**src/rtl/uart_pkg.sv**
```systemverilog
// Shared UART constants and types, used by uart_tx and uart_rx.
// Contents: default line-format parameters, derived packet geometry, and the
// receiver FSM state type.
package uart_pkg;

  // Default line format
  localparam int unsigned CLOCKS_PER_PULSE = 4;
  localparam int unsigned BITS_PER_WORD    = 8;
  localparam int unsigned PACKET_SIZE      = 13;
  localparam int unsigned W_OUT            = 16;

  // Derived geometry for the default format
  localparam int unsigned NUM_WORDS = W_OUT / BITS_PER_WORD;
  localparam int unsigned END_BITS  = PACKET_SIZE - BITS_PER_WORD - 1;

  typedef enum logic [1:0] {
    IDLE,
    START,
    DATA,
    STOP
  } rx_state_t;

endpackage

```
**src/rtl/uart_rx.sv**
```systemverilog
// UART receiver: deserialises the uart_tx line format into W_OUT-bit words.
// Each bit is sampled at its midpoint; NUM_WORDS packets are assembled into
// one output word (first packet in the least significant bits).
// Ports:
//   clk       - system clock
//   rstn      - synchronous active-low reset
//   rx        - serial line, idle high
//   m_data    - received word
//   m_valid   - m_data valid (valid/ready master)
//   m_ready   - downstream accepts
//   frame_err - one-cycle pulse on a bad end bit
//   overflow  - one-cycle pulse when a completed word is dropped
// Optional macro UART_RX_SYNC_EN: passes rx through a 2-flop synchroniser
// (reset to 1) before the FSM, adding 2 cycles of latency.
module uart_rx #(
  parameter int unsigned CLOCKS_PER_PULSE = uart_pkg::CLOCKS_PER_PULSE,
  parameter int unsigned BITS_PER_WORD    = uart_pkg::BITS_PER_WORD,
  parameter int unsigned PACKET_SIZE      = uart_pkg::PACKET_SIZE,
  parameter int unsigned W_OUT            = uart_pkg::W_OUT,
  parameter int unsigned INVERT_DATA      = 1
) (
  input  logic             clk,
  input  logic             rstn,
  input  logic             rx,
  output logic [W_OUT-1:0] m_data,
  output logic             m_valid,
  input  logic             m_ready,
  output logic             frame_err,
  output logic             overflow
);
  import uart_pkg::*;

  localparam int unsigned NumWords = W_OUT / BITS_PER_WORD;
  localparam int unsigned EndBits  = PACKET_SIZE - BITS_PER_WORD - 1;
  localparam int unsigned MaxBits  = (BITS_PER_WORD > EndBits) ? BITS_PER_WORD : EndBits;
  localparam int unsigned CycW     = $clog2(CLOCKS_PER_PULSE);
  localparam int unsigned BitW     = (MaxBits > 1) ? $clog2(MaxBits) : 1;
  localparam int unsigned WordW    = (NumWords > 1) ? $clog2(NumWords) : 1;

  localparam logic [CycW-1:0]  CycLast     = CycW'(CLOCKS_PER_PULSE - 1);
  localparam logic [CycW-1:0]  CycHalf     = CycW'(CLOCKS_PER_PULSE / 2 - 1);
  localparam logic [BitW-1:0]  BitLastData = BitW'(BITS_PER_WORD - 1);
  localparam logic [BitW-1:0]  BitLastEnd  = BitW'(EndBits - 1);
  localparam logic [WordW-1:0] WordLast    = WordW'(NumWords - 1);
  localparam logic [W_OUT-1:0] One         = {{(W_OUT - 1){1'b0}}, 1'b1};
  localparam logic             Inv         = (INVERT_DATA != 0);

  logic rx_s;

`ifdef UART_RX_SYNC_EN
  logic [1:0] sync_q, sync_d;
  assign sync_d = {sync_q[0], rx};
  always_ff @(posedge clk) begin
    if (!rstn) sync_q <= 2'b11;
    else       sync_q <= sync_d;
  end
  assign rx_s = sync_q[1];
`else
  assign rx_s = rx;
`endif

  rx_state_t        state_q, state_d;
  logic [CycW-1:0]  cyc_cnt_q, cyc_cnt_d;
  logic [BitW-1:0]  bit_cnt_q, bit_cnt_d;
  logic [WordW-1:0] word_cnt_q, word_cnt_d;
  logic [W_OUT-1:0] shift_q, shift_d;
  logic [W_OUT-1:0] m_data_q, m_data_d;
  logic             m_valid_q, m_valid_d;
  logic             frame_err_q, frame_err_d;
  logic             overflow_q, overflow_d;
  // Falling-edge detector is only live once the line has been seen high.
  logic             armed_q, armed_d;
  logic [W_OUT-1:0] bit_mask;
  logic             tick;

  assign tick     = (cyc_cnt_q == CycLast);
  assign bit_mask = One << (word_cnt_q * BITS_PER_WORD + bit_cnt_q);

  always_comb begin
    state_d     = state_q;
    cyc_cnt_d   = cyc_cnt_q;
    bit_cnt_d   = bit_cnt_q;
    word_cnt_d  = word_cnt_q;
    shift_d     = shift_q;
    m_data_d    = m_data_q;
    m_valid_d   = m_valid_q & ~m_ready;
    frame_err_d = 1'b0;
    overflow_d  = 1'b0;
    armed_d     = armed_q;

    unique case (state_q)
      IDLE: begin
        cyc_cnt_d = '0;
        bit_cnt_d = '0;
        if (armed_q && !rx_s) begin
          state_d = START;
          armed_d = 1'b0;
        end else if (rx_s) begin
          armed_d = 1'b1;
        end
      end
      START: begin
        if (cyc_cnt_q == CycHalf) begin
          cyc_cnt_d = '0;
          if (rx_s) begin
            // Glitch: line already high again, so re-arm immediately.
            state_d = IDLE;
            armed_d = 1'b1;
          end else begin
            state_d = DATA;
          end
        end else begin
          cyc_cnt_d = cyc_cnt_q + 1'b1;
        end
      end
      DATA: begin
        if (tick) begin
          cyc_cnt_d = '0;
          shift_d   = (rx_s ^ Inv) ? (shift_q | bit_mask) : (shift_q & ~bit_mask);
          if (bit_cnt_q == BitLastData) begin
            bit_cnt_d = '0;
            state_d   = STOP;
          end else begin
            bit_cnt_d = bit_cnt_q + 1'b1;
          end
        end else begin
          cyc_cnt_d = cyc_cnt_q + 1'b1;
        end
      end
      STOP: begin
        if (tick) begin
          cyc_cnt_d = '0;
          if (!rx_s) begin
            frame_err_d = 1'b1;
            word_cnt_d  = '0;
            bit_cnt_d   = '0;
            state_d     = IDLE;
          end else if (bit_cnt_q == BitLastEnd) begin
            bit_cnt_d = '0;
            state_d   = IDLE;
            // End bit was high; arming here keeps zero-gap packets intact
            // even when less than one idle cycle remains in the bit period.
            armed_d   = 1'b1;
            if (word_cnt_q == WordLast) begin
              word_cnt_d = '0;
              if (!m_valid_q || m_ready) begin
                m_data_d  = shift_q;
                m_valid_d = 1'b1;
              end else begin
                overflow_d = 1'b1;
              end
            end else begin
              word_cnt_d = word_cnt_q + 1'b1;
            end
          end else begin
            bit_cnt_d = bit_cnt_q + 1'b1;
          end
        end else begin
          cyc_cnt_d = cyc_cnt_q + 1'b1;
        end
      end
      default: state_d = IDLE;
    endcase
  end

  always_ff @(posedge clk) begin
    if (!rstn) begin
      state_q     <= IDLE;
      cyc_cnt_q   <= '0;
      bit_cnt_q   <= '0;
      word_cnt_q  <= '0;
      shift_q     <= '0;
      m_data_q    <= '0;
      m_valid_q   <= 1'b0;
      frame_err_q <= 1'b0;
      overflow_q  <= 1'b0;
      armed_q     <= 1'b0;
    end else begin
      state_q     <= state_d;
      cyc_cnt_q   <= cyc_cnt_d;
      bit_cnt_q   <= bit_cnt_d;
      word_cnt_q  <= word_cnt_d;
      shift_q     <= shift_d;
      m_data_q    <= m_data_d;
      m_valid_q   <= m_valid_d;
      frame_err_q <= frame_err_d;
      overflow_q  <= overflow_d;
      armed_q     <= armed_d;
    end
  end

  assign m_data    = m_data_q;
  assign m_valid   = m_valid_q;
  assign frame_err = frame_err_q;
  assign overflow  = overflow_q;

endmodule
```
**config.mk**
```make
export PLATFORM = sky130hd
export DESIGN_NAME = uart_rx
export DESIGN_NICKNAME = d
export VERILOG_FILES = /design/src/rtl/uart_pkg.sv /design/src/rtl/uart_rx.sv
export SDC_FILE = /design/constraint.sdc
export NUM_CORES = 1
export LEC_CHECK = 0
export ABC_CLOCK_PERIOD_IN_PS = 2100
export BUFFER_PORTS_ARGS = -buffer_cell sky130_fd_sc_hd__buf_2
export CORE_UTILIZATION = 30
export DETAILED_ROUTE_END_ITERATION = 10
export PLACE_DENSITY = 0.48
export SYNTH_ARGS = -nofsm -noshare
export SYNTH_HDL_FRONTEND = slang
export SYNTH_SLANG_ARGS = --single-unit
```
**constraint.sdc**
```tcl
create_clock -name clk -period 2.1 [get_ports clk]
set_clock_uncertainty 0.1 [all_clocks]
set_input_delay 0.21 -clock clk [delete_from_list [all_inputs] [get_ports clk]]
set_output_delay 0.21 -clock clk [all_outputs]
set_load 0.05 [all_outputs]
```
After elaboration in Yosys (flattened, before gate mapping)

Cells that the tools add are included.

$add $sub $neg: 4
$mul: 0
Div/mod/pow operators: 0
Order comparisons: 0
Equality and inequality tests: 16
Shift-type cells: 1
Mux-type cells: 37
Bitwise logic cells: 5
Reductions and logical operators: 16

Operators by type and width:

| cell                 | number |
|---|---|
| $mux 2               | 10 |
| $reduce_and 6->1     | 3 |
| $mux 1               | 17 |
| $and 16x16->16       | 1 |
| $mux 16              | 1 |
| $not 16->16          | 1 |
| $or 16x16->16        | 1 |
| $shl 1x5->16 const A | 1 |
| $mux 3               | 5 |
| $ne 2x2->1 const B   | 7 |
| $pmux 3 s3           | 1 |
| $reduce_and 3->1     | 3 |
| $pmux 2 s4           | 1 |
| $eq 2x2->1 const B   | 3 |
| $pmux 2 s3           | 1 |
| $reduce_bool 3->1    | 2 |
| $add 4x3->5          | 1 |
| $reduce_and 5->1     | 1 |
| $eq 2x1->1 const B   | 2 |
| $add 3x1->3 const B  | 1 |
| $eq 3x2->1 const B   | 1 |
| $eq 3x3->1 const B   | 1 |
| $ne 3x3->1 const B   | 1 |
| $pmux 1 s3           | 1 |
| 11 further kinds     | 12 |

Flip-flop bits (word level): 44
Latch bits: 0
RAM bits: 0
Bits in read-only memories: 0
Bits of input ports: 4
Word-level logic and storage cells: 89
Memories kept: 0

Longest topological paths before layout

Gate-level depths: netlist of run 1.

Depth in word-level cells: 8
Mapped depth: 7
Mapped depth without buffers: 5

Worst setup path before layout of run 1

No wires, ideal clock.

Path kind: register to register
Start: reg bit_cnt_q[0]
End: reg m_data_q[10] (netlist: m_data[10])
Data arrival time: 1.635 ns
Data required time: 1.928 ns
Path slack: 0.293 ns
Stages on the path, launching flop included: 7
Buffers on the path: 1
Clock period less this slack: 1.807 ns
Cells stage by stage: dfxtp_1 -> ha_1 -> ha_1 -> nand2_1 -> nor4_4 -> buf_6 -> mux2i_1

Word-level cells in the longest chain between the ends: 2

RTL lines:

| element                    | line           | source |
|---|---|---|
| start, declared            | uart_rx.sv:64  | `logic [BitW-1:0] bit_cnt_q, bit_cnt_d;` |
| start signal, assigned     | uart_rx.sv:181 | `bit_cnt_q <= bit_cnt_d;` |
| $eq 3x2->1                 | uart_rx.sv:138 | `end else if (bit_cnt_q == BitLastEnd) begin` |
| $reduce_and 6->1 (no line) | --             |  |
| end signal, assigned       | uart_rx.sv:184 | `m_data_q <= m_data_d;` |
| end, declared              | uart_rx.sv:67  | `logic [W_OUT-1:0] m_data_q, m_data_d;` |

Every way passes these cells.
A chain may end at the register's enable or synchronous reset.

Worst setup path after layout of run 1

Start: reg bit_cnt_q[2]
End: reg bit_cnt_q[1]

Word-level cells in the longest chain between the ends: 5

RTL lines:

| element      | line           | source |
|---|---|---|
| $eq 3x2->1   | uart_rx.sv:138 |  |
| $mux 3       | uart_rx.sv:138 |  |
| $mux 3       | uart_rx.sv:133 | `if (!rx_s) begin` |
| $mux 3       | uart_rx.sv:131 | `if (tick) begin` |
| $pmux 3 s3 * | uart_rx.sv:91  | `unique case (state_q)` |

Every way passes the cells marked *; elsewhere a longest branch is shown, timed or not. The select of a mux whose other input is x is not followed.

==> results of run 1 <==
cells in the mapped netlist (all sizes together):
| cell | number | area, µm² |
|---|---|---|
| o211ai | 1 | 7.510 |
| nand3 | 3 | 15.01 |
| ha | 11 | 137.6 |
| a21oi | 5 | 25.02 |
| a2111o | 1 | 11.26 |
| or2b | 1 | 7.510 |
| o21a | 1 | 7.510 |
| clkinv | 1 | 3.750 |
| nor3b | 1 | 7.510 |
| nor2 | 13 | 48.80 |
| inv | 8 | 30.03 |
| nand2b | 1 | 6.260 |
| o21ai | 3 | 15.01 |
| a311oi | 2 | 17.52 |
| buf | 4 | 23.77 |
| and3 | 3 | 18.77 |
| o22ai | 1 | 6.260 |
| a211oi | 2 | 15.01 |
| nand3b | 6 | 45.04 |
| dfxtp | 44 | 880.8 |
| clkbuf | 7 | 26.28 |
| o31ai | 1 | 7.510 |
| a211o | 1 | 8.760 |
| nor4 | 1 | 21.27 |
| a31oi | 3 | 18.77 |
| nor2b | 6 | 37.54 |
| a2111oi | 1 | 8.760 |
| nor3 | 8 | 40.04 |
| nand2 | 37 | 141.4 |
| mux2i | 33 | 330.3 |
layout by cell type (no fill, tap or decap), drive strengths merged, types with 2 or more instances in the layout:
cell type / instances
dfxtp: 44
a211oi: 2
nand2: 37
nand3: 3
clkbuf: 6
o21ai: 3
mux2i: 33
nor3: 8
and3: 3
a311oi: 2
ha: 11
inv: 8
buf: 27
nand3b: 6
nor2b: 6
a31oi: 3
a21oi: 5
nor2: 13
clkinv: 2
path summary, 6_finish.rpt:
path	start	to
setup reg to reg	bit_cnt_q[2]	bit_cnt_q[1]
hold / removal	m_ready	overflow
setup / recovery	bit_cnt_q[2]	bit_cnt_q[1]
hold reg to reg	m_data[9]	m_data[9]
critical path: stages, from the launching register on:
cell	delay, ns
dfxtp_1	0.55
inv_1	0.13
ha_1	0.25
nor2b_1	0.26
a211oi_1	0.14
a2111oi_0	0.28
kinds of logic after synthesis:
logic type	share of synthesized area (%)
fa+ha+maj	6.984
mux	16.76
compound gates	7.556
simple gates	19.75
flops	44.70
buf+inv	4.254
per-stage QoR:
stage                     setup WS, ns  instance area (µm²)  hold WS (ns)  util, %  instances
after global placement          0.3495                 2177        0.3411    34.29        303
after global routing            0.1031                 2255        0.1843    35.51        310
after CTS                       0.2878                 2255        0.1696    35.51        310
final                           0.2768                 2255        0.1766    35.51        310
after floorplan                 0.2932                 1971        0.2704        -        210
after detailed placement        0.3094                 2177        0.3447    34.29        303
final cells by class:
cell class,count,share of cell area [%]
repair buffers,27,7.103
inverters,9,1.498
well taps,77,4.273
multi-input cells,146,44.62
flip-flops and latches,44,39.07
clock inverters,1,0.2220
clock buffers,6,3.219
where the power goes:
part           leakage, µW  internal (µW)  switching (µW)
clock network    0.0000410            226             267
logic             0.000412           14.1            33.1
registers         0.000355            837            3.60
routing by layer:
| metal | vias up | GRT usage (%) |
|---|---|---|
| li1 | 765 | - |
| met1 | 643 | 16.16 |
| met2 | 30 | 18.11 |
| met3 | 10 | 3.280 |
| met4 | 0 | 6.897 |
| met5 | - | 0 |
==> metrics.cfg, run 1 <==
[placed_design]
io_buffers=22
place_congestion=0.7903
dpl.hpwl_um=2787

[clock_tree]
cts_resized=0
cts_buffer_depth=2
cts_tree=built
cts_sinks=44
clockRootBuffer=clkbuf_8
clk_latency_ns=0.29
cts_buffers=5
cts_hold_buf=0
clk_pin_slew_worst_paths_ns=0.08
htree_levels=2
cts_setup_buffers=0

[die]
dieArea_um2=6897
rows=29
core_um2=6350
die_h_um=83.05
io_pins=23
initial_core_util_pct=31.03
die_w_um=83.05

[timing]
rsz0062_at_grt=no
period_needed_ns=1.823
tns_ns=0
period_share_pct=86.82
slew_viol_final=0
setup_violations=0
tightestPinTransition_ns=0.5811
max_freq_ghz=0.5485
slew_headroom_pct=61.17
hold_violations=0

[routing]
wl_met2_um=1674
drt_pass1_iterations=4
drtAntennaViolNets=0
met1_length_um=1998
via_per_inst=4.671
vias=1448
wl_met3_um=138
top_layer_used=met4
wl_per_cell_um=12.70
dr.first_iter.drc_count=52
drc=0
wl_um=3938

[synth]
syn_inst=210
syn_nets=225
avgSynthCellArea_um2=9.384
yosys_warnings=0
ys_ff_latch=44
synth_cell_types=33
syn_area_um2=1971
ys_seq_area_share_pct=44.70

[final_layout]
drive_above_1_share_pct=15.02
ff_latch_area_um2=880.8
antenna_cells=0
multi_input_area_um2=1006
area_growth_pct=14.41
num-fill-cells=660
layout.nets=248

[pwr]
cellLeakagePower_uw=0.0008072
power.density_nw_per_um2=612.5
power.total_uw=1381
peakVddDrop_uv=317.2

[global_routing]
antenna_found_initial=0
grtUsageTotal_pct=12.28
grt-ovfl-total=0
grt_max_degree=23
grt_pass1_wl_um=6699
grt_pass1_vias=1374

[worst_setup_path]
cp.required_ns=2.17
cp-end-kind=flop
cp-start-kind=flop
cp_max_fo=12
ff2ff_setup_slack_ns=0.28
rr_worst_depth=5
crit_arrival_ns=1.90
path_class=reg2reg

[worst_hold_path]
hold_depth=3
hold_path.class=in2reg

[job]
cap_violations=0

[run_status]
status=finished, final reports clean

Power figures use the tool's default switching activity.
==> run 2: changes to the inputs <==
--- a/config.mk
+++ b/config.mk
@@ -9,6 +9,7 @@
 export BUFFER_PORTS_ARGS = -buffer_cell sky130_fd_sc_hd__buf_2
 export CORE_UTILIZATION = 30
 export DETAILED_ROUTE_END_ITERATION = 10
+export MAX_ROUTING_LAYER = met4
 export PLACE_DENSITY = 0.48
 export SYNTH_ARGS = -nofsm -noshare
 export SYNTH_HDL_FRONTEND = slang
==> run 2 against run 1 <==
Count of clock-buffer cells in the layout stayed put; register-to-register slack is essentially flat; wire length shrank 0.15%; sequential share of layout area unchanged; core utilization is the same; hold slack is essentially flat; critical path depth did not move; global-route usage increased by 0.35 points; design area stayed put; total power barely moved.
==> metrics.cfg, run 2 (synthesis results as in run 1) <==
[worst_setup_path]
cp_max_fo=12
cp-end-kind=flop
rr_worst_depth=5
cp.required_ns=2.17
crit_arrival_ns=1.90
path_class=reg2reg
cp-start-kind=flop

[clock_tree]
cts_resized=0
clk_latency_ns=0.29
cts_hold_buf=0
cts_buffers=5
cts_tree=built
clockRootBuffer=clkbuf_8
cts_buffer_depth=2
htree_levels=2
cts_setup_buffers=0
clk_pin_slew_worst_paths_ns=0.08
cts_sinks=44

[die]
die_h_um=83.05
core_um2=6350
initial_core_util_pct=31.03
dieArea_um2=6897
die_w_um=83.05
rows=29
io_pins=23

[routing]
wl_per_cell_um=12.68
vias=1446
via_per_inst=4.665
drtAntennaViolNets=0
wl_um=3932
drc=0
dr.first_iter.drc_count=64
drt_pass1_iterations=4

[final_layout]
multi_input_area_um2=1006
num-fill-cells=660
drive_above_1_share_pct=15.02
layout_commonest_cell=dfxtp_1
postLayoutCoreUtil_pct=35.51
final_cell_mix=44 x dfxtp_1, 36 x nand2_1, 33 x mux2i_1
area_growth_pct=14.41
antenna_cells=0
layout.nets=248
ff_latch_area_um2=880.8

[pwr]
p_int_uw=1077
switching_power_uw=303.0
power.density_nw_per_um2=612.1
power.total_uw=1380
seq_power_share_pct=60.9
peakVddDrop_uv=316.5
comb_power_share_pct=3.4
cellLeakagePower_uw=0.0008072
swShare_pct=21.96
pwr-share-clk_pct=35.7

[placed_design]
dpl.hpwl_um=2787
place_ws_ns=0.3094
place_congestion=0.8014
io_buffers=22

[timing]
rsz0062_at_grt=no
period_needed_ns=1.826
tightestPinTransition_ns=0.5819
hold_violations=0
worst_hold_slack_ns=0.1769
max_freq_ghz=0.5476
slew_headroom_pct=61.11
finalWorstSetupSlack_ns=0.2738
tns_ns=0
slew_viol_final=0
period_share_pct=86.96
setup_violations=0

[run_status]
status=finished, final reports clean

[global_routing]
grt-ovfl-total=0
grt_pass1_wl_um=6699
antenna_found_initial=0
grt_pass1_vias=1377
grt_max_degree=23
grtUsageTotal_pct=12.63

[job]
cap_violations=0

[worst_hold_path]
hold_path.class=in2reg
hold_depth=3

-- run 2: power by group through the flow --
stage                     Sequential, µW  Combinational [µW]  Clock [µW]
after CTS                            840                47.9         521
final                                840                47.1         493
after global placement               860                48.3           0
after floorplan                      858                33.7           0
after global routing                 841                52.2         563
after detailed placement             860                47.8           0
-- run 2: cell type report --
cell class                 count  area share [%]
clock inverter                 1          0.2220
sequential                    44           39.07
multi-input combinational    146           44.62
inverter                       9           1.498
clock buffer                   6           3.219
timing repair buffer          27           7.103
tap                           77           4.273
-- run 2: stage by stage --
step	instance area (µm²)	std cells
floorplan	1971	210
global placement	2177	303
detailed placement	2177	303
CTS	2255	310
global route	2255	310
finish	2255	310
-- run 2: critical path: stages (launching register included) --
cell and delay, ns:
dfxtp_1 0.56, inv_1 0.13, ha_1 0.25, nor2b_1 0.26, a211oi_1 0.14, a2111oi_0 0.28
-- run 2: worst paths after layout --
path	startpoint	end	slack [ns]
worst max-delay path	bit_cnt_q[2]	bit_cnt_q[1]	0.27
worst min-delay path	m_ready	overflow	0.18
worst max register to register	bit_cnt_q[2]	bit_cnt_q[1]	0.27
worst min register to register	m_data[9]	m_data[9]	0.36
-- run 2: metal layers --
layer / vias up / wire, µm / track usage (%)
li1: 765 / - / -
met1: 641 / 1996 / 16.10
met2: 30 / 1673 / 18.18
met3: 10 / 137 / 3.280
met4: 0 / 125 / 6.897
met5: - / 0 / -
